==> src/rtl/bt656_pkg.sv <==
// Shared constants, types and the timing-reference code helper for the BT.656 transmitter.
package bt656_pkg;

   localparam logic [7:0] TRS_FF  = 8'hFF;
   localparam logic [7:0] TRS_00  = 8'h00;
   localparam logic [7:0] BLANK_C = 8'h80;
   localparam logic [7:0] BLANK_Y = 8'h10;

   typedef enum logic [1:0] {POS_EAV, POS_HBLANK, POS_SAV, POS_ACTIVE} pos_t;
   typedef enum logic {UNLOCKED, LOCKED} lock_t;

   // Fourth byte of a timing reference: 1,F,V,H plus protection bits.
   function automatic logic [7:0] xy_code(input logic f, input logic v, input logic h);
      return {1'b1, f, v, h, v ^ h, f ^ h, f ^ v, f ^ v ^ h};
   endfunction

endpackage

==> src/rtl/bt656_tx_if.sv <==
// Avalon-ST 4:2:2 pixel sink: {Y, C} words with start-of-frame marker.
interface bt656_tx_if;
   logic [15:0] sink_data;
   logic        sink_valid;
   logic        sink_startofpacket;
   logic        sink_ready;

   modport master (output sink_data, sink_valid, sink_startofpacket, input sink_ready);
   modport slave  (input sink_data, sink_valid, sink_startofpacket, output sink_ready);
endinterface

==> src/rtl/bt656_timing.sv <==
// Free-running h/line counters and the per-position decode of the BT.656 raster.
module bt656_timing
   import bt656_pkg::*;
#(
   parameter int unsigned H_ACTIVE    = 720,
   parameter int unsigned H_TOTAL     = 1716,
   parameter int unsigned LINES_TOTAL = 525,
   parameter int unsigned F1_START    = 263,
   parameter int unsigned V_BLANK     = 22,
   parameter int unsigned V_ACTIVE    = 240,
   parameter int unsigned HS_WIDTH    = 64,
   parameter int unsigned VS_LINES    = 3
) (
   input  logic       clk,
   input  logic       reset,
   output logic       field,
   output logic       vblank,
   output pos_t       region,
   output logic       phase,
   output logic [1:0] trs_idx,
   output logic       first_px,
   output logic       hs,
   output logic       vs
);
   localparam int unsigned HW        = $clog2(H_TOTAL);
   localparam int unsigned LW        = $clog2(LINES_TOTAL);
   localparam int unsigned SAV_START = H_TOTAL - 2 * H_ACTIVE - 4;
   localparam int unsigned ACT_START = SAV_START + 4;
   localparam logic        ACT_ODD   = 1'(ACT_START % 2);

   logic [HW-1:0] h;
   logic [LW-1:0] line;
   logic [LW-1:0] fline;

   // Byte and line counters; both restart from the EAV of line 0 on reset.
   always_ff @(posedge clk) begin
      if (reset) begin
         h    <= '0;
         line <= '0;
      end else if (h == HW'(H_TOTAL - 1)) begin
         h    <= '0;
         line <= (line == LW'(LINES_TOTAL - 1)) ? '0 : line + 1'b1;
      end else begin
         h <= h + 1'b1;
      end
   end

   // Decode field, vertical blanking, horizontal region and byte phase.
   always_comb begin
      field    = (line >= LW'(F1_START));
      fline    = field ? line - LW'(F1_START) : line;
      vblank   = !((fline >= LW'(V_BLANK)) && (fline < LW'(V_BLANK + V_ACTIVE)));
      hs       = (h < HW'(HS_WIDTH));
      vs       = (fline < LW'(VS_LINES));
      region   = POS_ACTIVE;
      trs_idx  = 2'd0;
      phase    = h[0] ^ ACT_ODD;
      if (h < HW'(4)) begin
         region  = POS_EAV;
         trs_idx = h[1:0];
      end else if (h < HW'(SAV_START)) begin
         region = POS_HBLANK;
         phase  = h[0];
      end else if (h < HW'(ACT_START)) begin
         region  = POS_SAV;
         trs_idx = 2'(h - HW'(SAV_START));
      end
      first_px = (region == POS_ACTIVE) && (h == HW'(ACT_START)) && (line == LW'(V_BLANK));
   end

endmodule

==> src/rtl/bt656_tx.sv <==
// BT.656 byte-stream transmitter: raster timing, input lock tracking and output byte mux.
module bt656_tx
   import bt656_pkg::*;
#(
   parameter int unsigned H_ACTIVE    = 720,
   parameter int unsigned H_TOTAL     = 1716,
   parameter int unsigned LINES_TOTAL = 525,
   parameter int unsigned F1_START    = 263,
   parameter int unsigned V_BLANK     = 22,
   parameter int unsigned V_ACTIVE    = 240,
   parameter int unsigned HS_WIDTH    = 64,
   parameter int unsigned VS_LINES    = 3
) (
   input  logic             clk,
   input  logic             reset,
   bt656_tx_if.slave        sink,
   output logic [7:0]       td_data,
   output logic             td_hs,
   output logic             td_vs,
   output logic             locked,
   output logic             underflow,
   input  logic             clear_flags
);
   logic       field, vblank, phase, first_px, hs, vs;
   logic [1:0] trs_idx;
   pos_t       region;
   lock_t      state;
   logic [7:0] y_latch;
   logic [7:0] nxt_data;
   logic       c_cyc, accept;

   bt656_timing #(
      .H_ACTIVE(H_ACTIVE), .H_TOTAL(H_TOTAL), .LINES_TOTAL(LINES_TOTAL),
      .F1_START(F1_START), .V_BLANK(V_BLANK), .V_ACTIVE(V_ACTIVE),
      .HS_WIDTH(HS_WIDTH), .VS_LINES(VS_LINES)
   ) u_timing (
      .clk(clk), .reset(reset), .field(field), .vblank(vblank), .region(region),
      .phase(phase), .trs_idx(trs_idx), .first_px(first_px), .hs(hs), .vs(vs)
   );

   assign locked = (state == LOCKED);

   // Word acceptance: in-stream words while locked, only the frame-first SOP while unlocked.
   always_comb begin
      c_cyc = (region == POS_ACTIVE) && !vblank && !phase;
      if (state == LOCKED)
         accept = c_cyc && sink.sink_valid && !(sink.sink_startofpacket && !first_px);
      else
         accept = c_cyc && sink.sink_valid && sink.sink_startofpacket && first_px;
      sink.sink_ready = !reset && (accept ||
                        ((state == UNLOCKED) && sink.sink_valid && !sink.sink_startofpacket));
   end

   // Next output byte for the current raster position.
   always_comb begin
      nxt_data = BLANK_C;
      case (region)
         POS_EAV, POS_SAV: begin
            case (trs_idx)
               2'd0:    nxt_data = TRS_FF;
               2'd3:    nxt_data = xy_code(field, vblank, region == POS_EAV);
               default: nxt_data = TRS_00;
            endcase
         end
         POS_HBLANK: nxt_data = phase ? BLANK_Y : BLANK_C;
         default: begin
            if (vblank)
               nxt_data = phase ? BLANK_Y : BLANK_C;
            else if (!phase)
               nxt_data = accept ? sink.sink_data[7:0] : BLANK_C;
            else
               nxt_data = (state == LOCKED) ? y_latch : BLANK_Y;
         end
      endcase
   end

   // Lock FSM, Y latch, sticky underflow and registered video outputs.
   always_ff @(posedge clk) begin
      if (reset) begin
         state     <= UNLOCKED;
         underflow <= 1'b0;
         y_latch   <= BLANK_Y;
         td_data   <= BLANK_C;
         td_hs     <= 1'b0;
         td_vs     <= 1'b0;
      end else begin
         td_data <= nxt_data;
         td_hs   <= hs;
         td_vs   <= vs;
         if (accept)
            y_latch <= sink.sink_data[15:8];
         case (state)
            LOCKED:   if (c_cyc && !accept) state <= UNLOCKED;
            default:  if (accept) state <= LOCKED;
         endcase
         if ((state == LOCKED) && c_cyc && !sink.sink_valid)
            underflow <= 1'b1;
         else if (clear_flags)
            underflow <= 1'b0;
      end
   end

endmodule
==> src/flat_wrapper.sv <==
// flat-port wrapper written by rule: the top's interface ports become plain ports
module bt656_tx_flat import bt656_pkg::*;
#(
   parameter int unsigned H_ACTIVE    = 720,
   parameter int unsigned H_TOTAL     = 1716,
   parameter int unsigned LINES_TOTAL = 525,
   parameter int unsigned F1_START    = 263,
   parameter int unsigned V_BLANK     = 22,
   parameter int unsigned V_ACTIVE    = 240,
   parameter int unsigned HS_WIDTH    = 64,
   parameter int unsigned VS_LINES    = 3
)
  (clk, reset, td_data, td_hs, td_vs, locked, underflow, clear_flags, sink_sink_data, sink_sink_valid, sink_sink_startofpacket, sink_sink_ready);
  bt656_tx_if sink_i ();
  input  logic clk;
  input  logic reset;
  output logic [7:0] td_data;
  output logic td_hs;
  output logic td_vs;
  output logic locked;
  output logic underflow;
  input  logic clear_flags;
  input wire logic [$bits(sink_i.sink_data)-1:0] sink_sink_data;
  input wire logic [$bits(sink_i.sink_valid)-1:0] sink_sink_valid;
  input wire logic [$bits(sink_i.sink_startofpacket)-1:0] sink_sink_startofpacket;
  output wire logic [$bits(sink_i.sink_ready)-1:0] sink_sink_ready;
  assign sink_i.sink_data = sink_sink_data;
  assign sink_i.sink_valid = sink_sink_valid;
  assign sink_i.sink_startofpacket = sink_sink_startofpacket;
  assign sink_sink_ready = sink_i.sink_ready;
  bt656_tx #(.H_ACTIVE(H_ACTIVE), .H_TOTAL(H_TOTAL), .LINES_TOTAL(LINES_TOTAL), .F1_START(F1_START), .V_BLANK(V_BLANK), .V_ACTIVE(V_ACTIVE), .HS_WIDTH(HS_WIDTH), .VS_LINES(VS_LINES)) u_core (.clk(clk), .reset(reset), .sink(sink_i), .td_data(td_data), .td_hs(td_hs), .td_vs(td_vs), .locked(locked), .underflow(underflow), .clear_flags(clear_flags));
endmodule
==> config.mk <==
export PLATFORM = sky130hd
export DESIGN_NAME = bt656_tx_flat
export DESIGN_NICKNAME = d
export VERILOG_FILES = /design/src/rtl/bt656_pkg.sv /design/src/rtl/bt656_tx_if.sv /design/src/rtl/bt656_timing.sv /design/src/rtl/bt656_tx.sv /design/src/flat_wrapper.sv
export SDC_FILE = /design/constraint.sdc
export NUM_CORES = 1
export LEC_CHECK = 0
export CORE_AREA = 5 5 138 74
export CTS_BUF_LIST = sky130_fd_sc_hd__clkbuf_16
export DETAILED_ROUTE_END_ITERATION = 16
export DIE_AREA = 0 0 143 79
export GPL_TIMING_DRIVEN = 0
export PLACE_DENSITY = 0.56
export SYNTH_ARGS = -nofsm -noshare
export SYNTH_HDL_FRONTEND = slang
export SYNTH_SLANG_ARGS = --single-unit
==> constraint.sdc <==
create_clock -name clk -period 3.25 [get_ports clk]
set_input_delay 0.975 -clock clk [delete_from_list [all_inputs] [get_ports clk]]
set_output_delay 0.975 -clock clk [all_outputs]
set_load 0.005 [all_outputs]
# Word level (Yosys, flattened, before mapping)
# Index checks and enable logic that the tools add are counted.
# word_totals
latch_bits	0
input_bits	21
output_inout_bits	13
mem_bits_ro	0
mem_count	0
ramBits	0
reg_bits	41
# classes
n_mul	0
shift	0
div_mod_pow	0
eq_ne	8
order_cmp	8
muxes	21
addsub	4
n_bitwise	5
n_reduce_logical	30
# op_table
cell	n
$mux W8	5
$pmux W8 S2	2
$lt A11 B9 Y1 const B	2
$mux W10	2
$logic_and A1 B1 Y1	16
$add A11 B1 Y11 const B	1
$eq A11 B11 Y1 const B	1
$eq A11 B9 Y1 const B	1
$lt A11 B3 Y1 const B	1
$lt A11 B7 Y1 const B	1
$add A10 B1 Y10 const B	1
$eq A10 B10 Y1 const B	1
$eq A10 B5 Y1 const B	1
$ge A10 B5 Y1 const B	1
$ge A10 B9 Y1 const B	1
$lt A10 B2 Y1 const B	1
$lt A10 B9 Y1 const B	1
$mux W2	5
$sub A10 B9 Y10 const B	1
$logic_not A1 Y1	8
$mux W1	7
$eq A2 B2 Y1 const B	3
$logic_not A2 Y1	2
$reduce_or A2 Y1	2
6 further kinds	9

# Longest topological paths before layout
# Gate-level depths: netlist of the first run.
# depth
word_depth	16
mapped_depth	11
depth_no_buf	10

# By module
# A second synthesis of the first run with hierarchy kept.
# hier_totals
cells_unflattened	299
hier_area_um2	2367.3
# by_module_without_submodules
mod	n_inst	area_per_inst_um2	cells_per_inst	seq_area_each_um2
bt656_timing	1	1387.6	182	420.4
bt656_tx	1	979.7	117	400.4

# Worst setup path after synthesis of the first run
# Ideal clock, no wire load.
# synth_path
path_type	input -> output
from	input port sink_sink_valid
to	output port sink_sink_ready
path_stages	6
t_arrival_ns	2.271
path_buffers	0
slack_ns	0.004
path_cell_list	nand4_1 -> or3_1 -> o31a_1 -> nor3_1 -> nand2_1 -> a21oi_1
# synth_between
elab_chain_cells	6
word_cells_on_any_way	9
classes_between	mux (1); reduce/logical (8)
# synth_rtl
element	line_no	rtl
start, declared	flat_wrapper.sv:24	input wire logic [$bits(sink_i.sink_valid)-1:0] sink_sink_valid;
$logic_and A1 B1 Y1	bt656_tx.sv:47, bt656_tx.sv:49	
$logic_and A1 B1 Y1 (2 in series)	bt656_tx.sv:49	accept = c_cyc && sink.sink_valid && sink.sink_startofpacket && first_px;
$mux W1	bt656_tx.sv:46	if (state == LOCKED)
$logic_or A1 B1 Y1 (*)	bt656_tx.sv:50	sink.sink_ready = !reset && (accept ||
$logic_and A1 B1 Y1 (*)	bt656_tx.sv:50	
end, declared	flat_wrapper.sv:26	output wire logic [$bits(sink_i.sink_ready)-1:0] sink_sink_ready;
# Every way passes the cells marked *; elsewhere a longest branch is shown, timed or not.

# Worst setup path in the final report of the first run
# layout_path
from	register u_core.u_timing.line[3]
to	output port sink_sink_ready
# layout_between
elab_chain_cells	12
word_cells_on_any_way	20
classes_between	add/sub (1); order compare (3); eq/ne (1); mux (2); reduce/logical (13)
# layout_rtl
element	line_no	rtl
start, declared	bt656_timing.sv:32	logic [LW-1:0] line;
start signal, assigned	bt656_timing.sv:42	line <= (line == LW'(LINES_TOTAL - 1)) ? '0 : line + 1'b1;
$sub A10 B9 Y10 / $ge A10 B9 Y1 (equally long branches)	bt656_timing.sv:51, bt656_timing.sv:50	
$mux W10	bt656_timing.sv:51	fline = field ? line - LW'(F1_START) : line;
$ge A10 B5 Y1 / $lt A10 B9 Y1 (equally long branches)	bt656_timing.sv:52	vblank = !((fline >= LW'(V_BLANK)) && (fline < LW'(V_BLANK + V_ACTIVE)));
$logic_and A1 B1 Y1	bt656_timing.sv:52	
$logic_and A1 B1 Y1 (2 in series)	bt656_tx.sv:45	c_cyc = (region == POS_ACTIVE) && !vblank && !phase;
$logic_and A1 B1 Y1	bt656_tx.sv:47, bt656_tx.sv:49	
$logic_and A1 B1 Y1 (2 in series)	bt656_tx.sv:49	
$mux W1 (*)	bt656_tx.sv:46	
$logic_or A1 B1 Y1 (*)	bt656_tx.sv:50	
$logic_and A1 B1 Y1 (*)	bt656_tx.sv:50	
# Marks and branches as above.

==> impl_summary.md, run 1 <==
Timing
Subtracting the final worst setup slack from the clock period gives 3370 ps. The final clock skew is about 4.4 ps. Setup violations remaining at the end of the flow were counted as 1. At the pin with the least slew margin, the transition time is 738 ps. The remaining max-slew budget at the tightest pin is between 50 and 60%. After layout, the worst setup slack is -122 ps.

The worst hold slack after final layout is 478 ps. The setup TNS after final layout is -122 ps. The number of endpoints with negative hold slack in the final report is 0. The final count of pins violating max slew is 0. The highest attainable clock frequency is 297 MHz.

The share of the cycle needed by the critical path after routing is 104%. Setup repair after global routing could not meet its margin everywhere.

Routing
The detailed router placed 2642 vias in this run. The iteration-0 DRC count of the detailed router is 341. The final wirelength is 8140 µm. After detailed routing, the number of vias per cell comes to roughly 5.3.

Dividing the detail-routed wire length by the instance count gives ~16 µm. The first TritonRoute pass finished after 6 iterations. For this run, design rule violations remaining after detail routing come to 0. The remaining number of nets flagged by the antenna check after routing is 0.

Global route
The initial antenna violation count is 0. The first global-routing pass estimated 12900 µm of wire. The met3 track demand over resource is 5.54%. The routing layer with the top usage in global route is met1. The met1 track utilization from global routing is a little under a quarter. The number of global-route vias before repair was 2442.

The overall track demand over capacity in global routing is 14.6%. The pin count of the biggest net entering global routing is 13. The aggregate global routing overflow is 0. For met2 alone, demand over resource in global routing was around 18%.

Synthesis
The number of nets produced by synthesis is 354. The number of flip-flops and latches in the synthesized netlist is 41. Yosys mapped the design onto ~60 distinct sky130hd cell types. Of all cell types, the one taking the most synthesized area is sky130_fd_sc_hd__dfxtp_1. The dominant synthesized flop cell is sky130_fd_sc_hd__dfxtp_1.

The share of the synthesized area in the top cell type is between 30% and 40%. The cell area after synthesis is 2590 µm². A synthesized cell averages 7.93 µm². Yosys mapped a number of flops with a built-in enable equal to 0. By area the synthesized netlist is led by sky130_fd_sc_hd__dfxtp_1 (32%), sky130_fd_sc_hd__nor2_1 (5.6%), sky130_fd_sc_hd__mux2i_1 (3.9%), sky130_fd_sc_hd__nand2_1 (3.8%), sky130_fd_sc_hd__xor2_1 (3.7%). The post-synthesis cell count is between 300 and 400. The share of synthesized registers carrying an async set or reset is 0%. The yosys synthesis warning count is 0.

After synthesis, flip-flops and latches occupy 31.6% of the total area.

Floorplan
The die covers 11300 µm². The initialized floorplan defines 25 standard-cell rows. From bottom edge to top edge, the die measures roughly 80 µm. The standard cell core area is approximately 9000 µm². The boundary pin count is 34. The x dimension of the die is 143 µm. The effective utilization at floorplan is 28.7%.

Worst setup path
The critical path capture point type is an output port. The end of the worst register-to-register path is u_core.td_data[0]. At the worst endpoint, the required time is 2270 ps. The startpoint of the worst setup timing path is u_core.u_timing.line[3]. Traced cell by cell, the critical path runs through or4_1 > or3_1 > o31a_1 > nor3_4 > nand2_2 > a21oi_2 > buf_2. Following the worst setup path forward leads to its endpoint at sink_sink_ready. The startpoint identified for the worst register-to-register timing path is u_core.u_timing.line[0]. The type of the worst setup path is reg -> out.

At the worst endpoint, the arrival time is 2400 ps. The delay of the slowest critical-path stage is 500 ps. The worst register-to-register path has a depth of 11. The highest fanout seen on the critical path is 4.

The slowest stage of the critical path is the sky130_fd_sc_hd__or4_1 cell. STA classifies the critical path startpoint as a register. Across all register-to-register paths, the minimum setup slack is 420 ps.

Clock network
TritonCTS created 5 clock buffers. The CTS tree is done. The clock reaches the later pin of the worst-skew pair after 280 ps. The H-tree generated during clock tree synthesis spans 2 levels.

The buffer levels on the longest clock path is 2. After clock tree synthesis, the clock-pin slew on the worst setup and hold paths is approximately 60 ps. The count of hold-fix buffers inserted at cts is 0. For this design, the sink count on the clock tree is 41. The clock root buffer is sky130_fd_sc_hd__clkbuf_16.

Run status
The flow ran to the end, but the final reports show violations. The final reports fail on setup timing.

Cells and area
Leaving out fill and tap cells, the most frequent cell in the layout is sky130_fd_sc_hd__nor2_1. The number of antenna cells inserted is 0. The area growth from synthesis to layout is 35.4%. The number of nets in the layout is 406. The ratio of cells with drive above 1 in the final layout is 20.0%. The top cell types in the final layout, fill and taps aside, are sky130_fd_sc_hd__nor2_1 (39), sky130_fd_sc_hd__dfxtp_1 (33), sky130_fd_sc_hd__clkdlybuf4s50_1 (29).

Power
The power density of the placed cells is about 350 nW/µm². The worst ir drop on vdd is about 0.18 mV. The analysis attributes to cell leakage a power of 0.00130 µW.

Worst hold path
The worst hold path class is reg -> reg.

Placement
The wire-length estimate of the detail-placed layout is 5980 µm. Routability-driven placement finished with a final weighted congestion of around 0.9. The number of port buffers is 32.

Flow run
The number of violations of the max-capacitance limit is 0.
flip-flops by register name (all words and copies together) (netlist names):
signal	flops
u_core.locked	1
u_core.td_data	8
u_core.td_hs	1
u_core.td_vs	1
u_core.u_timing.h	11
u_core.u_timing.line	10
u_core.underflow	1
u_core.y_latch	8
through the flow:
stage,setup slack [ps],utilization (%),area [µm²],instances,power (µW)
final,-122,38.9,3510,501,1230
after global routing,-209,38.9,3510,501,1280
after CTS,-206,37.6,3400,494,1240
after detailed placement,-1420,33.9,3070,480,684
after global placement,-1380,33.9,3070,480,683
after floorplan,3.99,-,2590,327,606
final cells by class:
| class | count | area [µm²] |
|---|---|---|
| well taps | 121 | 151 |
| fillers | 908 | 5530 |
| repair buffers | 50 | 447 |
| inverters | 12 | 45.0 |
| clock inverters | 3 | 37.5 |
| multi-input cells | 252 | 1770 |
| flip-flops and latches | 41 | 843 |
| clock buffers | 5 | 125 |
| plain buffers | 17 | 92.6 |
worst max-delay path: cells and delay by family, from the launching register on:
kind	cells	cell delay (ps)
simple gates	4	1200
compound gates	2	420
flops	1	360
buf+inv	1	120
layer usage:
layer	share of wire, %	routed length [µm]
met3	9.7	787
met1	52	4250
met5	0	0
met4	1.4	116
met2	37	2990
Yosys cell counts (3+ instances only):
master,count
sky130_fd_sc_hd__nand3_1,16
sky130_fd_sc_hd__or3_1,5
sky130_fd_sc_hd__or2_2,4
sky130_fd_sc_hd__xnor2_1,7
sky130_fd_sc_hd__inv_1,12
sky130_fd_sc_hd__mux2i_1,10
sky130_fd_sc_hd__a211oi_1,4
sky130_fd_sc_hd__dfxtp_1,41
sky130_fd_sc_hd__clkbuf_1,18
sky130_fd_sc_hd__o211ai_1,3
sky130_fd_sc_hd__xor2_1,11
sky130_fd_sc_hd__or4_1,4
sky130_fd_sc_hd__nand3b_1,5
sky130_fd_sc_hd__o21ai_0,9
sky130_fd_sc_hd__nand2b_1,5
sky130_fd_sc_hd__and3_1,5
sky130_fd_sc_hd__a31oi_1,3
sky130_fd_sc_hd__nand2_1,26
sky130_fd_sc_hd__nor2_1,39
sky130_fd_sc_hd__a21oi_1,13
sky130_fd_sc_hd__nand4_1,9
sky130_fd_sc_hd__o31ai_1,4
sky130_fd_sc_hd__o22ai_1,4
sky130_fd_sc_hd__nor3_1,4
sky130_fd_sc_hd__ha_1,6
sky130_fd_sc_hd__o311ai_0,3
sky130_fd_sc_hd__a32oi_1,5
sky130_fd_sc_hd__and2_1,6
sky130_fd_sc_hd__nor4_1,4
timing repair:
item,in CTS,in global routing
setup buffers,10,8
endpoints found under the setup margin,1,1
pin swaps,8,8
gates resized for setup,50,19
power by group:
| part | internal [µW] | switching, µW | total, µW |
|---|---|---|---|
| Sequential | 518 | 8.79 | 527 |
| Clock | 357 | 197 | 554 |
| Combinational | 77.7 | 66.5 | 144 |
worst min path at each step:
stage          cells after the start  slack [ps]                end         startpoint
2_1_floorplan                      2         450  u_core.y_latch[1]  u_core.y_latch[1]
3_3_place_gp                       2         460   u_core.underflow   u_core.underflow
3_5_place_dp                       2         480   u_core.underflow   u_core.underflow
5_1_grt                            2         510   u_core.underflow   u_core.underflow
6_report                           2         480   u_core.underflow   u_core.underflow
4_1_cts                            2         490   u_core.underflow   u_core.underflow
cell families after synthesis:
logic type | synth area share [%]
XOR/XNOR | 6.08
AND/OR/NAND/NOR | 31.0
multiplexers | 4.29
buffers and inverters | 5.26
flip-flops | 31.6
adder cells (fa/ha/maj) | 2.89
AO/OA/AOI/OAI | 18.8
Power figures use the tool's default switching activity.
==> inputs of run 2 (changes only) <==
- CORE_AREA: 5 5 138 74 -> 2 2 135 71
- DIE_AREA: 0 0 143 79 -> 0 0 137 73
- TNS_END_PERCENT: default -> 10
==> run 2 against run 1 <==
- the run still ends with setup timing left
- fmax is 1.6% lower
- power is 0.37% higher
- clock power is 1% higher
- core utilization is 0.060 points lower
- sequential share of layout area hardly changed
- non-clock buffer count is 1 lower
- critical path depth is 5 higher
- count of clock-buffer cells in the layout stayed put
- combinational power is 3% lower
- critical path type unchanged
==> impl_summary.md, run 2 (synthesis results as in run 1) <==
Run status
The flow ran to the end, but the final reports show violations. The checks that failed: setup timing.

Clock network
The clock insertion delay at the later pin of the skew report is 290 ps. After clock tree synthesis, the clock-pin slew on the worst setup and hold paths is 60 ps. Clock tree synthesis found a total of 41 sinks. The clock root buffer is sky130_fd_sc_hd__clkbuf_16. Counting the buffers created by CTS gives 5. The maximum level of the CTS H-tree is 2. The CTS tree is done. No sink is reached through more buffers than the 2 on the longest clock path.

Worst setup path
The critical path required time is 2270 ps. The worst setup path is launched from a register. The critical path is of the reg -> out type. The highest fanout seen on the critical path is 4. The critical path capture point type is an output port. For the worst setup path, the data arrival time is 2450 ps.

Power
Net switching is 22.6% of the power. Summed over all nets, the switching power comes to roughly 280 µW. The sequential share of power is between 40% and 50%. For this design the ratio of total power to cell area is about 350 nW/µm². The leakage power total is 0.00130 µW. The proportion of power drawn by the clock network is 45.6%. The worst ir drop on vdd is 0.214 mV.

The total internal power is between 900 and 1000 µW. In this run, the combinational gates consume 11.4% of the power. Total power for the finished layout comes to 1230 µW.

Timing
On the final layout, the worst hold slack is 471 ps. The least setup slack across all paths after layout is -177 ps. Setup repair after global routing could not meet its margin everywhere. The transition at the pin with the smallest max-transition slack is 807 ps.

The final count of pins violating max slew is 0. Static timing analysis puts the maximum clock frequency at ~300 MHz. On the final layout, the worst clock skew is 6.47 ps.

The number of endpoints with negative hold slack in the final report is 0. The total of endpoints with negative setup slack in the final report is 1. The remaining max-slew budget at the tightest pin is 45.5%. The minimum period implied by the final worst setup slack is 3430 ps. The share of the cycle needed by the critical path after routing is 105%. The setup TNS after final layout is -177 ps.

Cells and area
After the last flow step, the layout net total stands at 405. In the final layout, the share of cells above drive strength 1 is a little under a fifth. The number of antenna cells inserted is 0.

The area growth from synthesis to layout is 34.7%. Leaving out fill and tap cells, the most frequent cells in the layout are sky130_fd_sc_hd__nor2_1 (39), sky130_fd_sc_hd__dfxtp_1 (35), sky130_fd_sc_hd__clkdlybuf4s50_1 (29). Cells fill between 30% and 40% of the core in the end. The largest registers in the layout are u_core.u_timing.h x11, u_core.u_timing.line x10. The register with the most flip-flops in the layout has 11 of them. Leaving out fill and tap cells, the most frequent cell in the layout is sky130_fd_sc_hd__nor2_1. After the flow finishes, the layout carries non-filler instances totaling 500. The register containing the most flip-flops in the final layout is u_core.u_timing.h.

Worst hold path
The worst hold path class is reg -> reg.

Global route
The total overflow left after global routing is 0. The met3 track demand over resource is 6.74%. In this run the most used layer during global routing was met1. The pin count of the biggest net entering global routing is 13. The number of global-route vias before repair is 2322. The global-route track usage on met2 is 19.8%.

The overall track demand over capacity in global routing is 16.6%. The initial antenna violation count is 0. Global routing used 26.9% of the available met1 tracks.

The global-route wire length before repair is 12600 µm.

Routing
The routed length per instance is 16.1 µm. The detail route stage leaves a number of antenna-violating nets equal to 0. The count of vias placed by the detailed router is 2645. The count of TritonRoute iterations in the first routing pass is 4. The iteration-0 DRC count of the detailed router is 230.

In the routed layout, each cell is associated on average with a via count of 5.29. In the routed design, unresolved DRC markers number 0. The final wirelength is roughly 8000 µm.

Placement
The number of port buffers is 32. Counting tap cells, the placed design contains a total of 480 instances. The half-perimeter wire length after placement is 6030 µm.

The final weighted congestion of routability-driven global placement is 0.911.

Floorplan
The standard cell core area is 9010 µm². From left edge to right edge, the die measures 137 µm. The die is 73 µm tall. During I/O placement, the number of pins put on the boundary was 34. The die covers 10000 µm². The initial utilization of the core area, before any placement, comes to 28.8%. After floorplanning, the core was divided into 25 placement rows.

Flow run
Across the run, the number of max-cap violations was 0.
[run 2: worst paths after layout]
kind	start	endpoint	slack (ps)	depth (start not counted)
hold / removal	u_core.underflow	u_core.underflow	470	2
hold reg to reg	u_core.underflow	u_core.underflow	470	2
setup / recovery	u_core.u_timing.line[5]	sink_sink_ready	-180	12
setup reg to reg	u_core.u_timing.line[5]	u_core.y_latch[3]	360	10
[run 2: critical path: stages (launching register included)]
cell                       delay (ps)
sky130_fd_sc_hd__dfxtp_4          360
sky130_fd_sc_hd__buf_8            120
sky130_fd_sc_hd__buf_6            110
sky130_fd_sc_hd__nor4_4           320
sky130_fd_sc_hd__buf_4            160
sky130_fd_sc_hd__o21bai_1          60
sky130_fd_sc_hd__a22oi_1          230
sky130_fd_sc_hd__a32oi_2          190
sky130_fd_sc_hd__o21ai_2          230
sky130_fd_sc_hd__nand2_4          100
sky130_fd_sc_hd__nand2_4           70
sky130_fd_sc_hd__a21oi_2           50
sky130_fd_sc_hd__buf_2            150
[run 2: metal layers]
metal  vias to the layer above  wire, µm
met4                         0        36
li1                       1281         -
met3                         7       956
met5                         -         0
met1                      1244      4150
met2                       113      2910
[run 2: layout make-up]
class | count | area (µm²)
timing repair buffer | 48 | 433
buffer | 18 | 93.8
fill | 925 | 5510
clock buffer | 5 | 125
clock inverter | 3 | 37.5
sequential | 41 | 838
multi-input combinational | 252 | 1770
inverter | 12 | 45.0
tap | 121 | 151
[run 2: what timing repair did]
action | in CTS | in global routing
hold buffers | 0 | 0
pin swaps | 5 | 11
setup buffers | 8 | 8
endpoints found under the setup margin | 1 | 1
endpoints found under the hold margin | 0 | 0
gates resized for setup | 41 | 20
[run 2: per-stage QoR]
step | setup WS [ps] | area (µm²)
5_1_grt | -274 | 3490
3_5_place_dp | -1390 | 3070
3_3_place_gp | -1350 | 3070
6_report | -177 | 3490
2_1_floorplan | 3.99 | 2590
4_1_cts | -221 | 3380
[run 2: power by group through the flow]
| stage | Sequential, µW | Combinational, µW | Clock [µW] |
|---|---|---|---|
| 5_1_grt | 531 | 154 | 603 |
| 6_report | 530 | 140 | 561 |
| 3_5_place_dp | 541 | 142 | 0 |
| 4_1_cts | 531 | 139 | 574 |
| 2_1_floorplan | 541 | 64.3 | 0 |
| 3_3_place_gp | 541 | 139 | 0 |
==> inputs of run 3 (changes only) <==
- CORE_AREA: 2 2 135 71 -> 2 2 125 66
- DIE_AREA: 0 0 137 73 -> 0 0 127 68
- PLACE_DENSITY: 0.56 -> 0.62
==> run 3 against run 2 <==
- the flow still finishes with violations (setup timing)
- clock power decreased by 14%
- clock skew about the same
- sequential share of layout area increased by 0.29 points
- worst hold slack improved by 4.4 ps
==> impl_summary.md, run 3 (synthesis results as in run 1) <==
Run status
The flow ran to the end, but the final reports show violations. The final reports fail on setup timing.

Timing
The final count of pins violating max slew came to 0. The clock arrives with ~6.2 ps of skew. Based on the critical path, the design can be clocked at up to 294 MHz. Counting I/O delays and the setup requirement, the final critical path takes 3400 ps.

Across all setup checks in the final design, the least slack found is -151 ps. Setup violations remaining at the end of the flow were counted as 1. The transition at the pin with the smallest max-transition slack is 755 ps.

The final critical path takes up 105% of the cycle. The remaining max-slew budget at the tightest pin is 49.0%. Setup repair after global routing could not meet its margin everywhere.

The number of endpoints with negative hold slack in the final report is 0. Hold timing on the final database bottoms out at a slack of ~470 ps.

Worst setup path
The critical path required time is 2270 ps. The critical path startpoint category is a register. Traced cell by cell, the critical path runs through clkbuf_4 > and2_4 > or4_4 > and4_4 > buf_4 > o21ai_2 > nand2_2 > nand2_2 > a21oi_2 > buf_2. The worst endpoint data arrival time is 2430 ps. Counting stages on the worst path, the most repeated cell is sky130_fd_sc_hd__nand2_2. The kind of cell with the highest combined delay along the critical path is simple AND/OR/NAND/NOR gates.

On the worst path, the slowest cell contributes a delay of about 530 ps. The critical path capture point type is an output port. Along the worst path, the maximum fanout reaches 6. The critical path buffer and inverter count is 3. The type of the worst setup path is reg -> out. The worst-path cell with the longest stage delay is sky130_fd_sc_hd__or4_4.

Cells and area
The library cell used most frequently in the layout, excluding fill and tap cells, is sky130_fd_sc_hd__nor2_1. The final design area excluding fillers is 3450 µm². The register containing the most flip-flops in the final layout is u_core.u_timing.h. In the final layout, the registers with the most flip-flops are u_core.u_timing.h x11, u_core.u_timing.line x10.

The number of nets in the layout is 406. The area growth from synthesis to layout is 33.1%. The post-route netlist has 19.5% of its cells at a drive strength greater than 1. The flip-flop count of the largest register after layout is 11. 0 antenna diodes ended up in the layout. The filler cells instantiated in the layout total about 770. Leaving out fill and tap cells, the most frequent cells in the layout are sky130_fd_sc_hd__nor2_1 (39), sky130_fd_sc_hd__dfxtp_1 (35), sky130_fd_sc_hd__clkdlybuf4s50_1 (29).

Clock network
The number of clock sinks seen by CTS is 41. The number of buffers created by CTS is 5. The H-tree was split into 2 levels. The longest clock path from root to sink contains 2 buffers.

Clock-pin slew was measured on the worst setup and hold paths at 60 ps. TritonCTS built the clock tree. The clock insertion delay at the later pin of the skew report is between 200 and 300 ps.

After clock tree synthesis, the flow added hold-fix buffers numbering 0. The clock root buffer is sky130_fd_sc_hd__clkbuf_16.

Power
In this run the power spent charging and discharging nets is around 270 µW. The combinational power share is between 10% and 20%. In this run the static leakage power is between 0.001 and 0.0015 µW. The total internal power is 876 µW. The proportion of power drawn by the clock network is 42.0%. Net switching is 23.8% of the power. The power density of the placed cells is 333 nW/µm².

The sequential share of power is 46.1%. The worst ir drop on vdd is 0.317 mV.

Routing
After detailed routing, the number of remaining DRC violations is 0. The final wirelength is 7980 µm. In this run the remaining antenna-violating nets after routing total 0.

The first routing iteration left 232 violations. The count of TritonRoute iterations in the first routing pass is 5. Summing over every cut layer, the via total after detailed routing is 2661. Dividing the detail-routed via count by the number of cells gives 5.54. The routed length per instance is 16.6 µm.

Global route
The initial antenna violation count is 0. Global routing used a little under a fifth of the available tracks across all layers. The met1 track utilization from global routing is 29.7%. The met3 track demand over resource is 5.16%. The number of global-route vias before repair is approximately 2300.

The aggregate global routing overflow is 0. The first global-routing pass estimated between 10000 and 15000 µm of wire. The global-route track usage on met2 is 23.6%. The routing layer with the top usage in global route is met1. The pin count of the biggest net entering global routing is 14.

Placement
The half-perimeter wire length after placement is roughly 6100 µm. The final weighted congestion of routability-driven global placement is between 0.9 and 1. During placement, the flow inserted port buffers numbering 32. Once placement finished, the instance area stood at roughly 3000 µm².

Floorplan
The standard cell core area is 7650 µm². The die is between 60 and 70 µm tall. After floorplanning, the core was divided into 23 placement rows.

Measured along the x axis, the die boundary spans approximately 130 µm. For this design the top-level I/O count stands at 34. The die covers 8640 µm².

The effective utilization at floorplan is between 30% and 40%.

Worst hold path
The worst hold path belongs to the class reg -> reg.

Flow run
Max-cap violations in this run came to 0.
-- run 3: cell count changes in the layout (fill, tap and decap cells not counted), sizes merged --
cell | before | now
inv | 13 | 12
buf | 23 | 22
clkdlybuf4s15 | 0 | 1
clkinv | 1 | 3
dlygate4sd2 | 1 | 0
clkbuf | 18 | 20
bufinv | 1 | 0
-- run 3: final timing paths --
check	from	endpoint	slack [ps]	cells past startpoint
max	u_core.u_timing.line[1]	sink_sink_ready	-150	10
min	u_core.underflow	u_core.underflow	470	2
max reg2reg	u_core.u_timing.line[5]	u_core.y_latch[2]	410	10
min reg2reg	u_core.underflow	u_core.underflow	470	2
-- run 3: metrics by stage --
| step | util [%] | setup TNS, ps | std cells | setup slack, ps | power [µW] |
|---|---|---|---|---|---|
| final | 45.1 | -151 | 480 | -151 | 1150 |
| after global routing | 45.1 | -201 | 480 | -201 | 1200 |
| after CTS | 43.6 | -227 | 471 | -227 | 1160 |
| after detailed placement | 39.7 | -2360 | 459 | -1360 | 681 |
| after global placement | 39.7 | -2090 | 459 | -1340 | 679 |
| after floorplan | - | 0 | 327 | 3.99 | 606 |
-- run 3: timing repair --
item,in CTS,in global routing
endpoints found under the setup margin,2,1
pin swaps,6,12
setup buffers,8,9
resized for setup,40,27
-- run 3: metal layers --
metal / share of wire [%] / wire [µm] / up-vias
met4: 0.59 / 47 / 0
met3: 10 / 803 / 6
met2: 36 / 2890 / 118
li1: - / - / 1288
met1: 53 / 4240 / 1249
met5: 0 / 0 / -
-- run 3: worst min-delay path, stage by stage (launching register included) --
cell and delay (ps):
sky130_fd_sc_hd__dfxtp_1 310, sky130_fd_sc_hd__nand2b_1 60, sky130_fd_sc_hd__a21oi_1 50
-- run 3: area by class of cell --
cell class	instances	area, µm²	area share (%)
Tap cell	100	125	3.62
Multi-Input combinational cell	252	1770	51.2
Timing Repair Buffer	49	438	12.7
Clock buffer	5	125	3.62
Sequential cell	41	838	24.3
Buffer	18	96.3	2.79
Inverter	12	45.0	1.30
Clock inverter	3	17.5	0.507
-- run 3: power groups by stage --
stage / registers, µW / clock network, µW / logic, µW
floorplan: 541 / 0 / 64.3
global placement: 541 / 0 / 138
detailed placement: 541 / 0 / 140
CTS: 531 / 496 / 137
global route: 532 / 516 / 149
finish: 530 / 482 / 137
